[src/rtl/mem_pkg.sv]
// Shared types, funct3/size constants, store-lane patterns and request builder
// for the data-memory access controller.
package mem_pkg;

    typedef enum logic [1:0] {S_IDLE, S_ACCESS, S_DONE} state_t;

    localparam logic [2:0] F3_B  = 3'b000;
    localparam logic [2:0] F3_H  = 3'b001;
    localparam logic [2:0] F3_W  = 3'b010;
    localparam logic [2:0] F3_BU = 3'b100;
    localparam logic [2:0] F3_HU = 3'b101;

    localparam logic [1:0] SZ_B = 2'b00;
    localparam logic [1:0] SZ_H = 2'b01;
    localparam logic [1:0] SZ_W = 2'b10;

    localparam logic [3:0] WSTRB_B = 4'b0001;
    localparam logic [3:0] WSTRB_H = 4'b0011;
    localparam logic [3:0] WSTRB_W = 4'b1111;

    typedef struct packed {
        logic        we;
        logic [31:0] addr;
        logic [3:0]  wstrb;
        logic [31:0] wdata;
        logic [1:0]  lane;
        logic [2:0]  funct3;
    } req_t;

    function automatic logic misaligned(input logic [2:0] f3, input logic [1:0] a);
        return ((f3[1:0] == SZ_H) && a[0]) || ((f3[1:0] == SZ_W) && (a != 2'b00));
    endfunction

    // Lane offset and funct3 are kept so the read word can be aligned on completion.
    function automatic req_t build_req(input logic we, input logic [2:0] f3,
                                       input logic [31:0] a, input logic [31:0] sd);
        req_t r;
        r        = '0;
        r.we     = we;
        r.addr   = {a[31:2], 2'b00};
        r.lane   = a[1:0];
        r.funct3 = f3;
        if (we) begin
            case (f3[1:0])
                SZ_B: begin
                    r.wdata = {4{sd[7:0]}};
                    r.wstrb = WSTRB_B << a[1:0];
                end
                SZ_H: begin
                    r.wdata = {2{sd[15:0]}};
                    r.wstrb = WSTRB_H << {a[1], 1'b0};
                end
                default: begin
                    r.wdata = sd;
                    r.wstrb = WSTRB_W;
                end
            endcase
        end
        return r;
    endfunction

endpackage

[src/rtl/load_align.sv]
// Selects the addressed byte/half of a read word and sign- or zero-extends it.
module load_align
    import mem_pkg::*;
(
    input  logic [31:0] rdata,
    input  logic [1:0]  lane,
    input  logic [2:0]  funct3,
    output logic [31:0] data
);

    logic [7:0]  byte_sel;
    logic [15:0] half_sel;

    assign byte_sel = rdata[8*lane +: 8];
    assign half_sel = lane[1] ? rdata[31:16] : rdata[15:0];

    always_comb begin
        case (funct3)
            F3_B:    data = {{24{byte_sel[7]}}, byte_sel};
            F3_H:    data = {{16{half_sel[15]}}, half_sel};
            F3_BU:   data = {24'h0, byte_sel};
            F3_HU:   data = {16'h0, half_sel};
            F3_W:    data = rdata;
            default: data = rdata;
        endcase
    end

endmodule

[src/rtl/mem_access_ctrl.sv]
// Load/store front end between EX/MEM and a handshaked data memory.
// Optional MEM_MISALIGN_CHECK_EN rejects misaligned half/word accesses with a misalign pulse.
module mem_access_ctrl
    import mem_pkg::*;
(
    input  logic        clk,
    input  logic        rst,
    input  logic        mem_read,
    input  logic        mem_write,
    input  logic [2:0]  funct3,
    input  logic [31:0] addr,
    input  logic [31:0] store_data,
    output logic        dm_req,
    output logic        dm_we,
    output logic [31:0] dm_addr,
    output logic [3:0]  dm_wstrb,
    output logic [31:0] dm_wdata,
    input  logic        dm_ready,
    input  logic [31:0] dm_rdata,
    output logic        waiting,
    output logic [31:0] load_data,
    output logic        misalign
);

    state_t      state, state_nxt;
    req_t        req_q;
    logic        req_any, bad_align, accept;
    logic [31:0] align_data;

    assign req_any = mem_read | mem_write;

`ifdef MEM_MISALIGN_CHECK_EN
    assign bad_align = misaligned(funct3, addr[1:0]);

    always_ff @(posedge clk or negedge rst) begin
        if (!rst) misalign <= 1'b0;
        else      misalign <= (state == S_IDLE) && req_any && bad_align;
    end
`else
    assign bad_align = 1'b0;
    assign misalign  = 1'b0;
`endif

    assign accept = (state == S_IDLE) && req_any && !bad_align;

    always_ff @(posedge clk or negedge rst) begin
        if (!rst) state <= S_IDLE;
        else      state <= state_nxt;
    end

    always_comb begin
        state_nxt = state;
        case (state)
            S_IDLE:   if (accept) state_nxt = S_ACCESS;
            S_ACCESS: if (dm_ready) state_nxt = S_DONE;
            S_DONE:   state_nxt = S_IDLE;
            default:  state_nxt = S_IDLE;
        endcase
    end

    // Stall starts combinationally on the accepting cycle so EX/MEM holds immediately.
    always_comb begin
        waiting = 1'b0;
        dm_req  = 1'b0;
        case (state)
            S_IDLE:   waiting = accept;
            S_ACCESS: begin
                waiting = 1'b1;
                dm_req  = 1'b1;
            end
            default: ;
        endcase
    end

    always_ff @(posedge clk or negedge rst) begin
        if (!rst) begin
            req_q     <= '0;
            load_data <= '0;
        end else begin
            if (accept)
                req_q <= build_req(mem_write, funct3, addr, store_data);
            if ((state == S_ACCESS) && dm_ready && !req_q.we)
                load_data <= align_data;
        end
    end

    load_align u_align (
        .rdata  (dm_rdata),
        .lane   (req_q.lane),
        .funct3 (req_q.funct3),
        .data   (align_data)
    );

    assign dm_we    = req_q.we;
    assign dm_addr  = req_q.addr;
    assign dm_wstrb = req_q.wstrb;
    assign dm_wdata = req_q.wdata;

endmodule

[config.mk]
export PLATFORM = sky130hd
export DESIGN_NAME = mem_access_ctrl
export DESIGN_NICKNAME = d
export VERILOG_FILES = /design/src/rtl/mem_pkg.sv /design/src/rtl/load_align.sv /design/src/rtl/mem_access_ctrl.sv
export SDC_FILE = /design/constraint.sdc
export NUM_CORES = 1
export LEC_CHECK = 0
export CORE_ASPECT_RATIO = 2
export CORE_MARGIN = 2
export CORE_UTILIZATION = 49
export DETAILED_ROUTE_END_ITERATION = 16
export GPL_TIMING_DRIVEN = 0
export PLACE_DENSITY_LB_ADDON = 0.08
export SLEW_MARGIN = 0
export SYNTH_ARGS = -nofsm -noshare
export SYNTH_HDL_FRONTEND = slang
export SYNTH_HIERARCHICAL = 1
export SYNTH_SLANG_ARGS = --single-unit
export TNS_END_PERCENT = 50
[constraint.sdc]
create_clock -name clk -period 3.65 [get_ports clk]
set_clock_uncertainty 0.2 [all_clocks]
set_input_delay 1.095 -clock clk [delete_from_list [all_inputs] [get_ports clk]]
set_output_delay 1.095 -clock clk [all_outputs]
set_load 0.05 [all_outputs]
==> summary by stage, run 1 <==
Status
The run finished with clean final reports.

Synthesis
The xor/xnor share of the synthesized area is 0%. The portion of synthesized area spent on multiplexers is 19.7%. The post-synthesis share of cell area spent on full adders, half adders and majority gates is 0%. The dominant combinational cell family by area after synthesis is multiplexers. The gate count after technology mapping is 475. The post-synthesis cell area is 5700 um2.

Synthesis inferred 106 register bits. By area the synthesized netlist is led by dfrtp_1 (47%), buf_4 (9.2%), mux2_4 (7.9%), mux2_2 (7.7%), mux2i_1 (3.7%). The biggest area contributor in the post-synthesis netlist is dfrtp_1. The fraction of the yosys area taken by sequential cells is 46.5%. The area fraction in compound gates after synthesis is 11.3%. The area share of the largest cell type after synthesis is 46.5%.

In this run, distinct cell masters in the synthesized netlist total 41. The mean area per synthesized cell is 12.0 um2. The number of warnings issued by yosys is 6. The synthesized-area fraction occupied by and/or/nand/nor cells is 9.21%.

Die
The floorplan die width is 80.3 um. During I/O placement, the number of pins put on the boundary was 208. From bottom edge to top edge, the die measures 157 um. The die covers 12600 um2. The floorplan has 55 rows.

The initial cell density of the core is 50.2%. After floorplanning, the core was sized to cover 11400 um2.

Hold path
In this run the worst hold path is classified as flop to flop. For hold timing, the worst endpoint is dm_wdata[18]$_DFFE_PN0P_. The number of cells traversed by the worst hold path is 1. The startpoint identified for the worst hold timing path is dm_wdata[18]$_DFFE_PN0P_.

Setup path
The largest individual stage delay along the critical path comes from the cell clkdlybuf4s50_1. The buffers plus inverters on the worst setup path is 2. At the worst endpoint, the arrival time is 2.14 ns.

The setup path with the least slack is of type input pin to output port. For the worst setup path, the data required time is 2.35 ns. The worst setup path is captured at an output port. The end of the worst register-to-register path is load_data[30]$_DFFE_PN0P_. The start point of the critical path is mem_read.

The number of cells traversed by the worst register-to-register path is 6. The nature of the critical path startpoint is an input pin. The startpoint identified for the worst register-to-register timing path is req_q[4]$_DFFE_PN0P_. The cell family contributing the most delay on the critical path is buffers and inverters. The setup slack of the most critical reg-to-reg path is 1.43 ns.

For this run, the slowest stage of the critical path takes 0.44 ns. The highest net fanout along the worst path is 2. Walking the worst path, the cells encountered are clkdlybuf4s50_1 -> nor3_1 -> nor2_1 -> clkbuf_2.

Clock tree
The H-tree was split into 3 levels. For this design, the sink count on the clock tree is 106. The insertion delay of the later-clocked pin in the worst-skew pair is 0.34 ns. Buffers added to address setup during post-CTS repair amount to 0.

The root cell of the clock tree is clkbuf_16. The maximum clock insertion buffer count is 2. TritonCTS built the clock tree. Clock-pin slew was measured on the worst setup and hold paths at 0.07 ns. The number of buffers added by the clock tree synthesis step is 9.

Global route
The first global-routing pass estimated 24.4 mm of wire. The initial antenna violation count is 0. The via count of the first global-routing pass was 4865. Entering global routing, the biggest net connects 66 pins. Global routing used 25.6% of the available tracks.

Summed over all layers, the global routing overflow is 0.

Timing
Measured against its own limit, the worst slew margin works out to 60.4%. The slew at the pin closest to its max-slew limit is 0.592 ns. The final critical delay including setup and external delays is 3.43 ns. The number of hold-slack violations in the final timing report is 0. The number of failing setup endpoints in the final timing report is 0. The max-slew violation count came to 0. The post-route fraction of the period consumed by the critical path is 94.0%. Based on the critical path, the design can be clocked at up to 292 MHz. Setup repair after global routing left no endpoint under its margin.

Drt
The final layout contains routed wiring with a total length of 15.8 mm. The total number of vias is 4507. The first-pass iteration count of the detailed router is 6.

For this run, design rule violations remaining after detail routing come to 0. The count of nets left with antenna violations after detail routing is 0. The number of vias per cell is 5.38. For this block, the initial DRC count from the detailed router was 181. In the final routed layout, each cell accounts on average for 18.9 um.

Finish
The ratio of cells with drive above 1 in the final layout is 26.3%. From synthesis to final layout, the design area changed by 44.2%. The antenna diode count is 0. Once layout is complete, the utilization of the core stands at 72.5%. The number of filler instances in the final layout is 850. Excluding fillers, the count of instances in the completed layout stands at 838. Registers take 2650 um2. The total area of multi-input combinational cells is 2300 um2. After the last flow step, the layout net total stands at 795.

Power and ir drop
VDD sags by at most 0.568 mV. The power per cell area is 1010 nW/um2. Power comes to 8.29 mW. The static leakage is 3.69 nW.

Flow run
Max-cap violations in this run came to 0.

Placement
Detailed placement finished with a half-perimeter wire length of 12.4 mm. The count of port buffers added during placement is 202. The cell total after placement is 822. The congestion estimate from routability-driven global placement came to 0.952.
==> timing repair <==
item | 4_1_cts | 5_1_grt
resized for setup | 2 | 1
setup endpoints to repair | 1 | 1
hold buffers | 0 | 0
pin swaps | 0 | 0
==> per-layer routing <==
layer  vias up  wire (um)  track usage [%]
li1       2045          -                -
met3        51        815             5.13
met2       204       8960             47.6
met4         0        839             14.7
met5         -          0                0
met1      2207       5190             25.5
==> report_power, final <==
group          internal [mW]  switching (mW)  leakage [nW]  total, mW
clock network          0.537           0.442         0.136      0.979
logic                   2.25            3.02          2.26       5.27
registers               1.72           0.330          1.29       2.05
==> kinds of logic after synthesis <==
group | count (synthesis)
AOI/OAI and AO/OA | 78
other | 1
DFF | 106
and+or+nand+nor | 94
muxes | 91
buffers and inverters | 105
==> synthesized netlist by cell type <==
cell         n
nor2b_1     15
o211ai_1     5
o2bb2a_1     1
mux2i_1     21
mux2_2      39
o21ai_0      2
and3b_1      1
mux2_4      30
buf_4       70
nand2b_1    18
and2b_2      1
conb_1       1
o21bai_1     2
and2_1       2
mux4_2       1
or2b_1       1
dfrtp_1    106
buf_12       3
inv_1        4
a21o_1       2
clkbuf_1     9
nand2_1     24
nand3_1     16
clkbuf_2     1
nand3b_1     9
buf_2       14
a2bb2oi_1    1
nor3_1       1
a211oi_1     1
o21ai_2      1
nand3_2      1
a22o_1      10
a211o_1      8
o22a_1       8
a21oi_1     10
nor2b_4      1
o2bb2ai_1   10
nor2_1       4
a22oi_1      1
a32o_1      16
buf_6        4
==> sequential cells by signal (all words and copies together), names as in the netlist <==
signal and flops:
dm_wstrb 4, dm_wdata 32, state 2, load_data 32, dm_addr 30, dm_we 1
req_q 5
==> through the flow <==
stage / setup TNS, ns / setup slack [ns] / hold slack [ns] / area [um2]
4_1_cts: 0 / 0.00246 / 0.297 / 8230
5_1_grt: 0 / 0.167 / 0.308 / 8230
3_3_place_gp: -284.57 / -2.69 / 0.275 / 7910
2_1_floorplan: 0 / 0.569 / 0.257 / 5710
6_report: 0 / 0.220 / 0.297 / 8230
3_5_place_dp: -0.271 / -0.271 / 0.275 / 7940
==> layout make-up <==
class	instances	area share, %
Timing Repair Buffer	203	24.8
Inverter	4	0.183
Buffer	101	8.99
Clock inverter	5	0.760
Sequential cell	106	32.2
Multi-Input combinational cell	266	28.0
Clock buffer	11	2.83
Tap cell	142	2.16
==> how the worst max path moves through the flow <==
stage                          endpoint  slack [ns]  cells after the start
2_1_floorplan                   waiting        0.57                      2
3_3_place_gp   dm_wdata[24]$_DFFE_PN0P_       -2.69                      1
3_5_place_dp                    waiting       -0.27                      4
4_1_cts                         waiting       0.002                      4
5_1_grt                         waiting        0.17                      4
6_report                        waiting        0.22                      4
==> placed cells by master (no fill, tap or decap), drive strengths merged, types with 16 or more instances in the layout <==
cell type / instances
buf: 93
clkbuf: 22
dfrtp: 106
nand3: 17
clkdlybuf4s50: 200
nand2: 24
a32o: 16
nand2b: 18
nor2b: 16
mux2: 69
mux2i: 21
(Power assumes the default switching activity.)
==> inputs of run 2 (changes only) <==
--- a/config.mk
+++ b/config.mk
@@ -10,7 +10,8 @@
 export CORE_UTILIZATION = 49
 export DETAILED_ROUTE_END_ITERATION = 16
 export GPL_TIMING_DRIVEN = 0
-export PLACE_DENSITY_LB_ADDON = 0.08
+export PLACE_DENSITY = 0.91
+export REMOVE_ABC_BUFFERS = 1
 export SLEW_MARGIN = 0
 export SYNTH_ARGS = -nofsm -noshare
 export SYNTH_HDL_FRONTEND = slang
==> summary by stage, run 2 (synthesis gave the netlist of run 1 again) <==
Global route
The total congestion overflow after global routing came to 0 (unchanged). The via count of the first global-routing pass is 4562 (-6.2%). The pin count of the biggest net entering global routing is 56 (-15%). The aggregate global-route resource usage was 23.2% (-2.4 points). The wire length of the first global-routing pass was 22.7 mm (-7.0%). The initial antenna violation count is 0 (unchanged).

Placement
The count of port buffers added during placement is 204 (+0.99%). The final weighted congestion in routability-driven placement is 0.842 (-12%). The cell total after placement is 725 (-12%). The half-perimeter wire length after detailed placement is 10.9 mm (-12%). The setup slack after placement is -0.290 ns (-0.0193 ns). The placed instance area is 7270 um2 (-8.4%).

Timing
The summed negative setup slack over all endpoints is 0 ns (unchanged). The slack of the critical path is 0.242 ns (+0.0228 ns). The number of failing setup endpoints in the final timing report was 0 (unchanged).

The final critical delay including setup and external delays is 3.41 ns (-0.0228 ns). Setup repair after global routing left no endpoint under its margin. The final hold slack came to 0.294 ns (-0.00330 ns). The slew at the pin closest to its max-slew limit is 1.31 ns (+0.717 ns). The peak clock frequency supported by timing was 293 MHz (+0.67%).

The headroom to the max-slew limit is 12.6% (-48 points). The post-route fraction of the period consumed by the critical path is 93.4% (-0.62 points). The max-slew violation count came to 0 (unchanged).

The number of hold-slack violations in the final timing report was 0 (unchanged).

Clock tree
The number of buffers added by the clock tree synthesis step is 9 (unchanged). The cell sitting at the root of the clock tree is a clkbuf_16. The number of clock sinks seen by CTS was 106 (unchanged).

The maximum clock insertion buffer count was 2 (unchanged). The count of H-tree levels built during CTS was 3 (unchanged). The clock-pin slew on the worst setup and hold paths is 0.08 ns (about the same). The count of hold-fix buffers inserted at cts is 0 (unchanged). The clock tree from TritonCTS is built. The insertion delay of the later-clocked pin in the worst-skew pair is 0.34 ns (about the same).

Setup path
Tracing the worst setup path back leads to its startpoint at mem_read. The setup slack of the most critical reg-to-reg path was 0.85 ns (-0.58 ns). The endpoint identified for the worst register-to-register timing path is load_data[12]$_DFFE_PN0P_.

The critical path is of the input pin to output port type. The number of cells traversed by the worst register-to-register path is 4 (-2). Grouping stages by cell kind, the critical path spends the most delay in buffers and inverters.

The buffers plus inverters on the worst setup path is 2 (unchanged). The required time of the worst setup path is 2.35 ns (about the same). The highest net fanout along the worst path is 2 (unchanged). The arrival time of data at the critical path endpoint was 2.11 ns (-0.03 ns). The nature of the critical path startpoint is an input pin. The signal on the critical path passes through clkdlybuf4s50_1 -> nor3_1 -> nor2_1 -> clkbuf_2. The delay of the slowest cell on the worst path is 0.46 ns (+0.02 ns).

The worst register-to-register path begins at req_q[1]$_DFFE_PN0P_. The cell with the largest stage delay on the worst path is clkdlybuf4s50_1. The nature of the critical path endpoint is an output port.

Hold path
The number of cells traversed by the worst hold path is 1 (unchanged). The worst hold path belongs to the class flop to flop. The terminating pin of the worst hold path is dm_wdata[31]$_DFFE_PN0P_. The worst hold path begins at dm_wdata[31]$_DFFE_PN0P_.

Finish
The commonest non-fill, non-tap cell in the layout is clkdlybuf4s50_1. The post-route cell area is 7540 um2 (-8.3%). Relative to the synthesized area, the layout overhead comes to 32.2%. The number of nets in the layout is 698 (-12%). The number of filler instances in the final layout is 853 (+0.35%). The total area of multi-input combinational cells is 2310 um2 (+0.33%). In the layout the commonest cells are clkdlybuf4s50_1 (201), dfrtp_1 (106), mux2_2 (39), mux2_4 (30), nand2_1 (24). The number of non-filler instances in the completed layout is 741 (-12%). The footprint of the flip-flops and latches was 2650 um2 (unchanged). The utilization after layout was 66.4% (-6.0 points). The antenna diode count is 0 (unchanged). The ratio of cells with drive above 1 in the final layout is 16.0% (-10 points).

Drt
The wire length per cell is 19.7 um (+4.2%). The number of vias per cell is 5.54 (+3.0%). The first-pass iteration count of the detailed router is 4 (-2).

The count of nets left with antenna violations after detail routing is 0 (unchanged). The total number of vias was 4105 (-8.9%). The final wirelength is 14.6 mm (-7.8%). The number of design-rule violations left by the first detailed-router iteration is 153 (-15%).

The number of design rule violations left after detail routing is 0 (unchanged).

Power and ir drop
The switching power as a share of total power came to 47.8% (+2.2 points). The relative contribution of combinational cells to total power came to 59.5% (-4.0 points). The switching power of the nets was 3.67 mW (-3.1%). The cell-internal power is 4.00 mW (-11%). The sequential cell fraction of total power is 28.3% (+3.6 points). The post-route total power came to 7.67 mW (-7.5%). The power per cell area is 1020 nW/um2 (+0.85%). The static leakage is 3.26 nW (-12%). The maximum ir drop on the vdd rail is 0.658 mV (+16%). The share of power burned in the clock network is 12.2% (+0.4 points).

Die
The floorplan core area is 11400 um2 (unchanged). The floorplan die width is 80.3 um (unchanged). The die outline area came to 12600 um2 (unchanged). The die extent in y is 157 um (unchanged).

The row count is 55 (unchanged). The number of top-level pins is 208 (unchanged). The initial cell density of the core was 50.2% (unchanged).

Status
The run finished with clean final reports.

Flow run
The number of maximum-capacitance constraint violations is 0 (unchanged).
## run 2: changes by cell type in the layout (fill, tap and decap cells not counted), moves of 2 or more
cell,before,now
inv_6,1,4
clkinv_2,0,2
buf_6,4,0
clkinvlp_4,2,0
clkbuf_1,11,0
buf_12,3,1
buf_2,14,1
buf_4,71,1
## run 2: how the worst max path moves through the flow
| stage | end | slack [ns] | cells after the start |
|---|---|---|---|
| 3_5_place_dp | waiting | -0.29 | 4 |
| 5_1_grt | waiting | 0.18 | 4 |
| 4_1_cts | waiting | 0.01 | 4 |
| 3_3_place_gp | dm_addr[13]$_DFFE_PN0P_ | -2.68 | 1 |
| 6_report | waiting | 0.24 | 4 |
| 2_1_floorplan | dm_addr[10]$_DFFE_PN0P_ | 0.14 | 2 |
## run 2: power by group through the flow
stage               Sequential, mW  Clock [mW]  Combinational (mW)
floorplan                     3.89           0                1.23
global placement              2.13           0                4.46
detailed placement            2.18           0                4.58
CTS                           2.17       0.961                4.59
global route                  2.24        1.01                4.74
finish                        2.17       0.939                4.56
## run 2: what timing repair did
item	in CTS	in global routing
buffers inserted	0	0
gates resized for setup	2	1
setup endpoints to repair	1	1
## run 2: routing by layer
layer / GRT usage (%) / part of all wire, % / wire length (um) / up-vias
met3: 5.48 / 5.5 / 806 / 35
met2: 42.8 / 56 / 8090 / 169
li1: - / - / - / 1853
met1: 24.2 / 36 / 5200 / 2048
met4: 10.5 / 3.2 / 461 / 0
met5: 0 / 0 / 0 / -
## run 2: cell type report
class	count	share of cell area [%]
timing repair buffer	207	27.9
tap	142	2.36
clock inverter	7	0.746
inverter	4	0.199
sequential	106	35.2
multi-input combinational	266	30.7
clock buffer	9	2.99
